<file path="src/rtl/result_formatter.sv">
// result_formatter
// Renders a 32-bit result as a packed ASCII decimal string terminated by "\n".
// The conversion runs in stages:
//   SHIFT - 32 rounds of double-dabble (add-3 then shift) build 10 BCD digits
//   STRIP - walk down from the top digit past leading zeros
//   SIGN  - optional '-' for negative signed inputs
//   EMIT  - one ASCII digit per cycle, most significant first
//   TERM  - newline, one-cycle done pulse, back to IDLE
// Character k of the output lives at str[255-8k -: 8], so char 0 is at the MSB end.

module result_formatter #(
    parameter bit SIGNED = 1'b1
) (
    input  logic         clk,
    input  logic         rst,
    input  logic         start,
    input  logic [31:0]  value,
    output logic [255:0] str,
    output logic         busy,
    output logic         done
);

    typedef enum logic [2:0] {
        IDLE  = 3'd0,
        SHIFT = 3'd1,
        STRIP = 3'd2,
        SIGN  = 3'd3,
        EMIT  = 3'd4,
        TERM  = 3'd5
    } state_t;

    localparam logic [7:0] CHAR_MINUS = 8'h2D;
    localparam logic [7:0] CHAR_ZERO  = 8'h30;
    localparam logic [7:0] CHAR_NL    = 8'h0A;

    state_t       state_reg;
    logic [39:0]  bcd_reg;      // 10 BCD digits, digit 0 in bits [3:0]
    logic [31:0]  mag_reg;      // magnitude being shifted into the BCD register
    logic [5:0]   cnt_reg;      // shift round counter
    logic [3:0]   digit_reg;    // current digit index d (9 = most significant)
    logic [4:0]   ptr_reg;      // next character position p
    logic         neg_reg;      // value was negative (signed build only)

    // Combinational helpers
    logic [39:0]  bcd_adj;      // BCD after the add-3 correction of this round
    logic [39:0]  bcd_shifted;  // BCD after the shift of this round
    logic [3:0]   digit [10];   // digit view of the BCD register
    logic [3:0]   digit_dec;    // d - 1, the index STRIP looks at next
    logic [3:0]   cur_digit;    // digit[d]
    logic [3:0]   next_digit;   // digit[d-1]
    logic         lead_nonzero; // top digit of the freshly shifted BCD is non-zero
    state_t       out_state;    // first output state once the leading digit is found

    genvar gi;

    // Per-nibble add-3 correction and digit unpacking
    generate
        for (gi = 0; gi < 10; gi++) begin : g_digit
            assign bcd_adj[4*gi +: 4] = (bcd_reg[4*gi +: 4] >= 4'd5)
                                      ? (bcd_reg[4*gi +: 4] + 4'd3)
                                      :  bcd_reg[4*gi +: 4];
            assign digit[gi] = bcd_reg[4*gi +: 4];
        end
    endgenerate

    assign bcd_shifted  = {bcd_adj[38:0], mag_reg[31]};
    assign lead_nonzero = (bcd_shifted[39:36] != 4'd0);
    assign digit_dec    = digit_reg - 4'd1;
    assign out_state    = neg_reg ? SIGN : EMIT;

    // Select the digit at the current index and at the next-lower index
    always_comb begin
        cur_digit  = 4'd0;
        next_digit = 4'd0;
        for (int k = 0; k < 10; k++) begin
            if (digit_reg == k[3:0]) begin
                cur_digit = digit[k];
            end
            if (digit_dec == k[3:0]) begin
                next_digit = digit[k];
            end
        end
    end

    // Returns s with the character at position pos replaced by c
    function automatic logic [255:0] put_char(input logic [255:0] s,
                                              input logic [4:0]   pos,
                                              input logic [7:0]   c);
        logic [255:0] r;
        r = s;
        for (int k = 0; k < 32; k++) begin
            if (pos == k[4:0]) begin
                r[255 - 8*k -: 8] = c;
            end
        end
        return r;
    endfunction

    // Control FSM, datapath and registered outputs.
    // STRIP looks one digit ahead so that the leading-zero walk costs exactly
    // one cycle per stripped zero, which keeps the total latency constant per sign.
    always_ff @(posedge clk or posedge rst) begin
        if (rst) begin
            state_reg <= IDLE;
            bcd_reg   <= '0;
            mag_reg   <= '0;
            cnt_reg   <= '0;
            digit_reg <= '0;
            ptr_reg   <= '0;
            neg_reg   <= 1'b0;
            str       <= '0;
            busy      <= 1'b0;
            done      <= 1'b0;
        end else begin
            done <= 1'b0;
            case (state_reg)
                IDLE: begin
                    if (start) begin
                        neg_reg   <= SIGNED && value[31];
                        mag_reg   <= (SIGNED && value[31]) ? (~value + 32'd1) : value;
                        str       <= '0;
                        busy      <= 1'b1;
                        cnt_reg   <= '0;
                        bcd_reg   <= '0;
                        ptr_reg   <= '0;
                        digit_reg <= 4'd9;
                        state_reg <= SHIFT;
                    end
                end

                SHIFT: begin
                    bcd_reg <= bcd_shifted;
                    mag_reg <= {mag_reg[30:0], 1'b0};
                    cnt_reg <= cnt_reg + 6'd1;
                    if (cnt_reg == 6'd31) begin
                        digit_reg <= 4'd9;
                        state_reg <= lead_nonzero ? out_state : STRIP;
                    end
                end

                STRIP: begin
                    // digit[d] is known to be zero here; step down one place
                    digit_reg <= digit_dec;
                    if ((digit_dec == 4'd0) || (next_digit != 4'd0)) begin
                        state_reg <= out_state;
                    end
                end

                SIGN: begin
                    str[255 -: 8] <= CHAR_MINUS;
                    ptr_reg       <= 5'd1;
                    state_reg     <= EMIT;
                end

                EMIT: begin
                    str     <= put_char(str, ptr_reg, CHAR_ZERO + {4'd0, cur_digit});
                    ptr_reg <= ptr_reg + 5'd1;
                    if (digit_reg == 4'd0) begin
                        state_reg <= TERM;
                    end else begin
                        digit_reg <= digit_reg - 4'd1;
                    end
                end

                TERM: begin
                    str       <= put_char(str, ptr_reg, CHAR_NL);
                    done      <= 1'b1;
                    busy      <= 1'b0;
                    state_reg <= IDLE;
                end

                default: begin
                    state_reg <= IDLE;
                end
            endcase
        end
    end

endmodule

</file>
<file path="config.mk">
export PLATFORM = sky130hd
export DESIGN_NAME = result_formatter
export DESIGN_NICKNAME = d
export VERILOG_FILES = /design/src/rtl/result_formatter.sv
export SDC_FILE = /design/constraint.sdc
export NUM_CORES = 1
export LEC_CHECK = 0
export CAP_MARGIN = 20
export CORE_MARGIN = 4
export CORE_UTILIZATION = 38
export DETAILED_ROUTE_END_ITERATION = 8
export PLACE_DENSITY = 0.73
export SYNTH_ARGS = -nofsm -noshare
export SYNTH_HDL_FRONTEND = slang
export SYNTH_SLANG_ARGS = --single-unit
</file>
<file path="constraint.sdc">
create_clock -name clk -period 9.5 [get_ports clk]
set_clock_uncertainty 0.2 [all_clocks]
set_input_delay 0.95 -clock clk [delete_from_list [all_inputs] [get_ports clk]]
set_output_delay 0.95 -clock clk [all_outputs]
set_load 0.05 [all_outputs]
</file>
-- After elaboration in Yosys (flattened, before gate mapping)
Cells that the tools add are included.
- word-level logic and storage cells: 362
- bits of input ports: 35
- output and inout port bits: 258
- bits in registers: 349
- muxes and demuxes: 120
- equal/unequal tests: 124
- order comparisons: 10
- add/subtract/negate cells: 15
- reductions and logical operators: 51
- bitwise logic cells: 1
- operators by type and width (kind ; count):
    $pmux W248 S3 ; 1
    $mux W8 ; 64
    $mux W256 ; 1
    $ne A2 B2 Y1 const B ; 69
    $reduce_and A4 Y1 ; 34
    $mux W4 ; 32
    $eq A5 B5 Y1 const B ; 16
    $pmux W40 S2 ; 1
    $mux W32 ; 2
    $pmux W32 S2 ; 1
    $eq A5 B4 Y1 const B ; 8
    $ge A4 B3 Y1 const B ; 10
    $mux W40 ; 1
    $add A4 B2 Y4 const B ; 9
    $add A32 B1 Y32 const B ; 1
    $eq A4 B3 Y1 const B ; 8
    $not A32 Y32 ; 1
    $pmux W8 S4 ; 1
    $mux W3 ; 7
    $eq A5 B3 Y1 const B ; 4
    $eq A4 B2 Y1 const B ; 4
    $eq A4 B4 Y1 const B ; 4
    $pmux W4 S4 ; 1
    $reduce_bool A4 Y1 ; 4
    other kinds (26) ; 37

-- Depth between registers and ports, before layout
- depth after elaboration: 16
- depth in mapped cells: 12
- depth with buffers taken out: 9

-- Worst setup path after synthesis
Ideal clock, no wire load.
- path kind: in2reg
- from: input port value[18]
- to: register mag_reg[30]
- data arrival time: 2811 ps
- slack: 6357 ps
- stages on the path: 6
- library setup time: 132 ps
- required time: 9168 ps
- path buffers: 0
- path through: or4_4 -> or3_1 -> or4_1 -> o41ai_2 -> xor2_1 -> o21ai_0
- word-level cells in the longest chain between the ends: 5
- ends and longest elaborated chain (item ; line ; source):
    start: declaration ; 17 ; input logic [31:0] value,
    $not A32 Y32 ; 120 ; mag_reg <= (SIGNED && value[31]) ? (~value + 32'd1) : value;
    $add A32 B1 Y32 ; 120 ;
    $mux W32 ; 120 ;
    $mux W32 ; 118 ; if (start) begin
    $pmux W32 S2 ; 116 ; case (state_reg)
    end signal: assignment ; 120 ;
    end signal: assignment ; 133 ; mag_reg <= {mag_reg[30:0], 1'b0};
    end: declaration ; 38 ; logic [31:0] mag_reg;
Every way passes these cells. The select of a mux whose other input is x is not followed.
A chain may end at the register's enable or synchronous reset.

-- Worst setup path in the final report
- from: register digit_reg[0]
- to: register str[75]
- word-level cells in the longest chain between the ends: 14
- elaborated cells between the ends (all ways): 23
- classes of those cells: 1 x add/sub; 9 x eq/ne; 12 x mux; 1 x reduce/logical
- ends and longest elaborated chain (item ; line ; source):
    start: declaration ; 40 ; logic [3:0] digit_reg;
    start signal: assignment ; 143 ; digit_reg <= digit_dec;
    start signal: assignment ; 161 ; digit_reg <= digit_reg - 4'd1;
    $logic_not A4 Y1 ; 76 ; if (digit_reg == k[3:0]) begin
    $mux W4 (9 in a row) ; 76 ;
    $mux W4 (*) ; 76 ;
    $add A6 B4 Y7 (*) ; 156 ; str <= put_char(str, ptr_reg, CHAR_ZERO + {4'd0, cur_digit});
    $mux W8 (*) ; 92 ; if (pos == k[4:0]) begin
    $pmux W248 S3 (*) ; 116 ;
    end signal: assignment ; 156 ;
    end signal: assignment ; 166 ; str <= put_char(str, ptr_reg, CHAR_NL);
    end: declaration ; 18 ; output logic [255:0] str,
Every way passes the cells marked *; elsewhere a longest branch is shown, timed or not. The select of a mux whose other input is x is not followed.

==> flow_summary.toml <==
[global_routing]
use_met3 = 0.0303
grt_start_max_net_pins = 96
grt_pass1_vias = 9795
grt_most_used_layer = "met2"
antenna_found_initial = 0
grt_util_all_layers = 0.170
met1_usage = 0.223
grt_pass1_wl_microns = 53900
grt_util_met2 = 0.294
overflow = 0

[clock_network]
insertion_delay_ns = 0.53
htreeDepth = 1
cts_resized = 0
clk_pin_slew_worst_paths_ns = 0.07
ctsHoldBuffers = 0
cts_tree = "done"
postCtsSetupRepairBufs = 0
ctsRootBufferMaster = "clkbuf_16"
clock-sinks = 254
clk_path_buf_depth = 3
cts_inserted_buffers = 27

[sta]
rsz0062_at_grt = "no"
post-route-period-util = 0.383
setup_slack_ns = 5.86
hold_violations = 0
slew_headroom = 0.326
worst_pin_slew_ns = 1.01
final_max_slew_viol_count = 0
setup_viol = 0
tns_ns = 0
whs_ns = 0.279
period_minus_slack_ns = 3.64
max_freq_mhz = 275

[placement]
placed_cells = 1889
post-dp-hpwl_microns = 24200
io_buffers = 228
gp_congestion = 0.872
place_ws_ns = 5.60

[floorplan]
die_w_microns = 194
die_h_microns = 194
fp.dieArea_sq_um = 37800
coreArea_sq_um = 33900
start_util = 0.390
num_io_pins = 293
num_rows = 67

[worst_setup_path]
cp.required_ns = 9.72
critical_path_arrival_ns = 3.86
r2r_slack_ns = 5.86
reg2reg_depth = 9
path_class = "reg2reg"
endpoint_kind = "flop"
cp_max_fo = 23
worstReg2RegStart = "digit_reg[0]"
startpoint = "digit_reg[0]"
r2r_end = "str[75]"
cp-start-kind = "flop"

[detailed_routing]
drt_first_pass_iters = 5
ant_nets = 0
wl_per_cell_microns = 17.4
viasPerCell = 5.23
wl_microns = 33800
drt_iter0_drc = 583
drc = 0
routed-via-count = 10100

[synth]
async_flop_share = 1.00
ys_types = 63
ys_ff_latch = 254
synth_cells = 1301
syn_avg_cell_area_sq_um = 10.1
netlist_top_cells_area = "dfrtp_1 (48%), mux2_2 (9.2%), o21ai_0 (5.5%)"
yosys_warnings = 0
netlist_area_sq_um = 13200
yosysMostFrequentCell = "dfrtp_1"
synth_top_area_cell = "dfrtp_1"
yosysSeqAreaShare = 0.482
ys.flop_type = "dfrtp_1"
synth_edf_count = 0
synthTopCellsByCount = "dfrtp_1 (254), o21ai_0 (144), nand2_1 (130)"
yosys.area.top_type_share = 0.482

[layout]
fin_util = 0.484
syn2layout_area_growth_pct = 24.2
fin_cells = 1942
largest_register_ffs = 161
nets = 1543
insertedDiodeCount = 0
layout-drive-gt1-share = 0.123

[power_and_ir_drop]
peakVddDrop_uv = 222
p_leak_nw = 7.24
power.density_nw_per_um2 = 359

[min_path]
hold_path_class = "reg2reg"
hold_path.startpoint = "str[153]"
min_to = "str[153]"
holdPathStages = 2

[outcome]
status = "finished, final reports clean"

[run]
cap_violations = 0
## area by class of cell
cell class                      count  area (sq um)
Fill cell                        3040         17500
Sequential cell                   254          6360
Multi-Input combinational cell    913          5990
Timing Repair Buffer              243          2450
Clock buffer                       39           771
Tap cell                          448           561
Inverter                           35           139
Clock inverter                     10           135
## stage by stage
| stage | total power, mW | cell area (sq um) |
|---|---|---|
| after CTS | 5.91 | 16300 |
| after detailed placement | 4.83 | 15400 |
| final | 5.89 | 16400 |
| after global routing | 6.25 | 16400 |
| after floorplan | 3.97 | 13400 |
| after global placement | 4.75 | 15400 |
## layer usage
| layer | vias up | share of wire |
|---|---|---|
| met5 | - | 0 |
| met4 | 0 | 0.021 |
| met3 | 47 | 0.056 |
| met2 | 296 | 0.49 |
| met1 | 5004 | 0.43 |
| li1 | 4800 | - |
## kinds of logic (layout without fill, tap and decap cells)
logic type      count (synthesis)  after routing  share of synthesized area
compound gates                361            361                      0.167
simple gates                  297            297                      0.110
flops                         254            254                      0.482
buf+inv                       197            327                     0.0833
mux                           114            114                     0.0967
xor+xnor                       43             43                     0.0285
fa+ha+maj                      34             34                     0.0322
other cells                     1             64                   0.000284
## placed cells by master, fill, tap and decap left out, drive strengths merged, types with 15 or more instances in the layout
cell	count
dfrtp	254
clkdlybuf4s50	228
o21ai	154
nand2	130
mux2	108
a21oi	71
conb	64
nor2	56
clkbuf	39
inv	35
a22oi	34
ha	34
xor2	31
o31ai	23
nor2b	22
o22ai	20
nand2b	17
buf	15
## worst max-delay path by stage
stage	to	slack [ns]
after floorplan	bcd_reg[0]	1.36
after global placement	mag_reg[29]	5.78
after detailed placement	str[122]	5.60
after CTS	str[122]	5.59
after global routing	str[19]	5.58
final	str[75]	5.86
## power breakdown
group | internal, mW | total, mW | leakage, nW | switching [mW]
clock | 0.644 | 1.07 | 0.443 | 0.427
combinational | 1.06 | 3.09 | 3.39 | 2.03
sequential | 1.42 | 1.73 | 3.41 | 0.309
## critical path, cell delays in order (launching register included)
cell and delay (ns):
dfrtp_1 0.47, inv_1 0.15, ha_1 0.68, nor2b_1 0.46
a221oi_1 0.16, o31ai_1 0.32, nand2_1 0.15, nand3_1 0.17
nand2_1 0.41, o21ai_0 0.36
(Power assumes the default switching activity.)
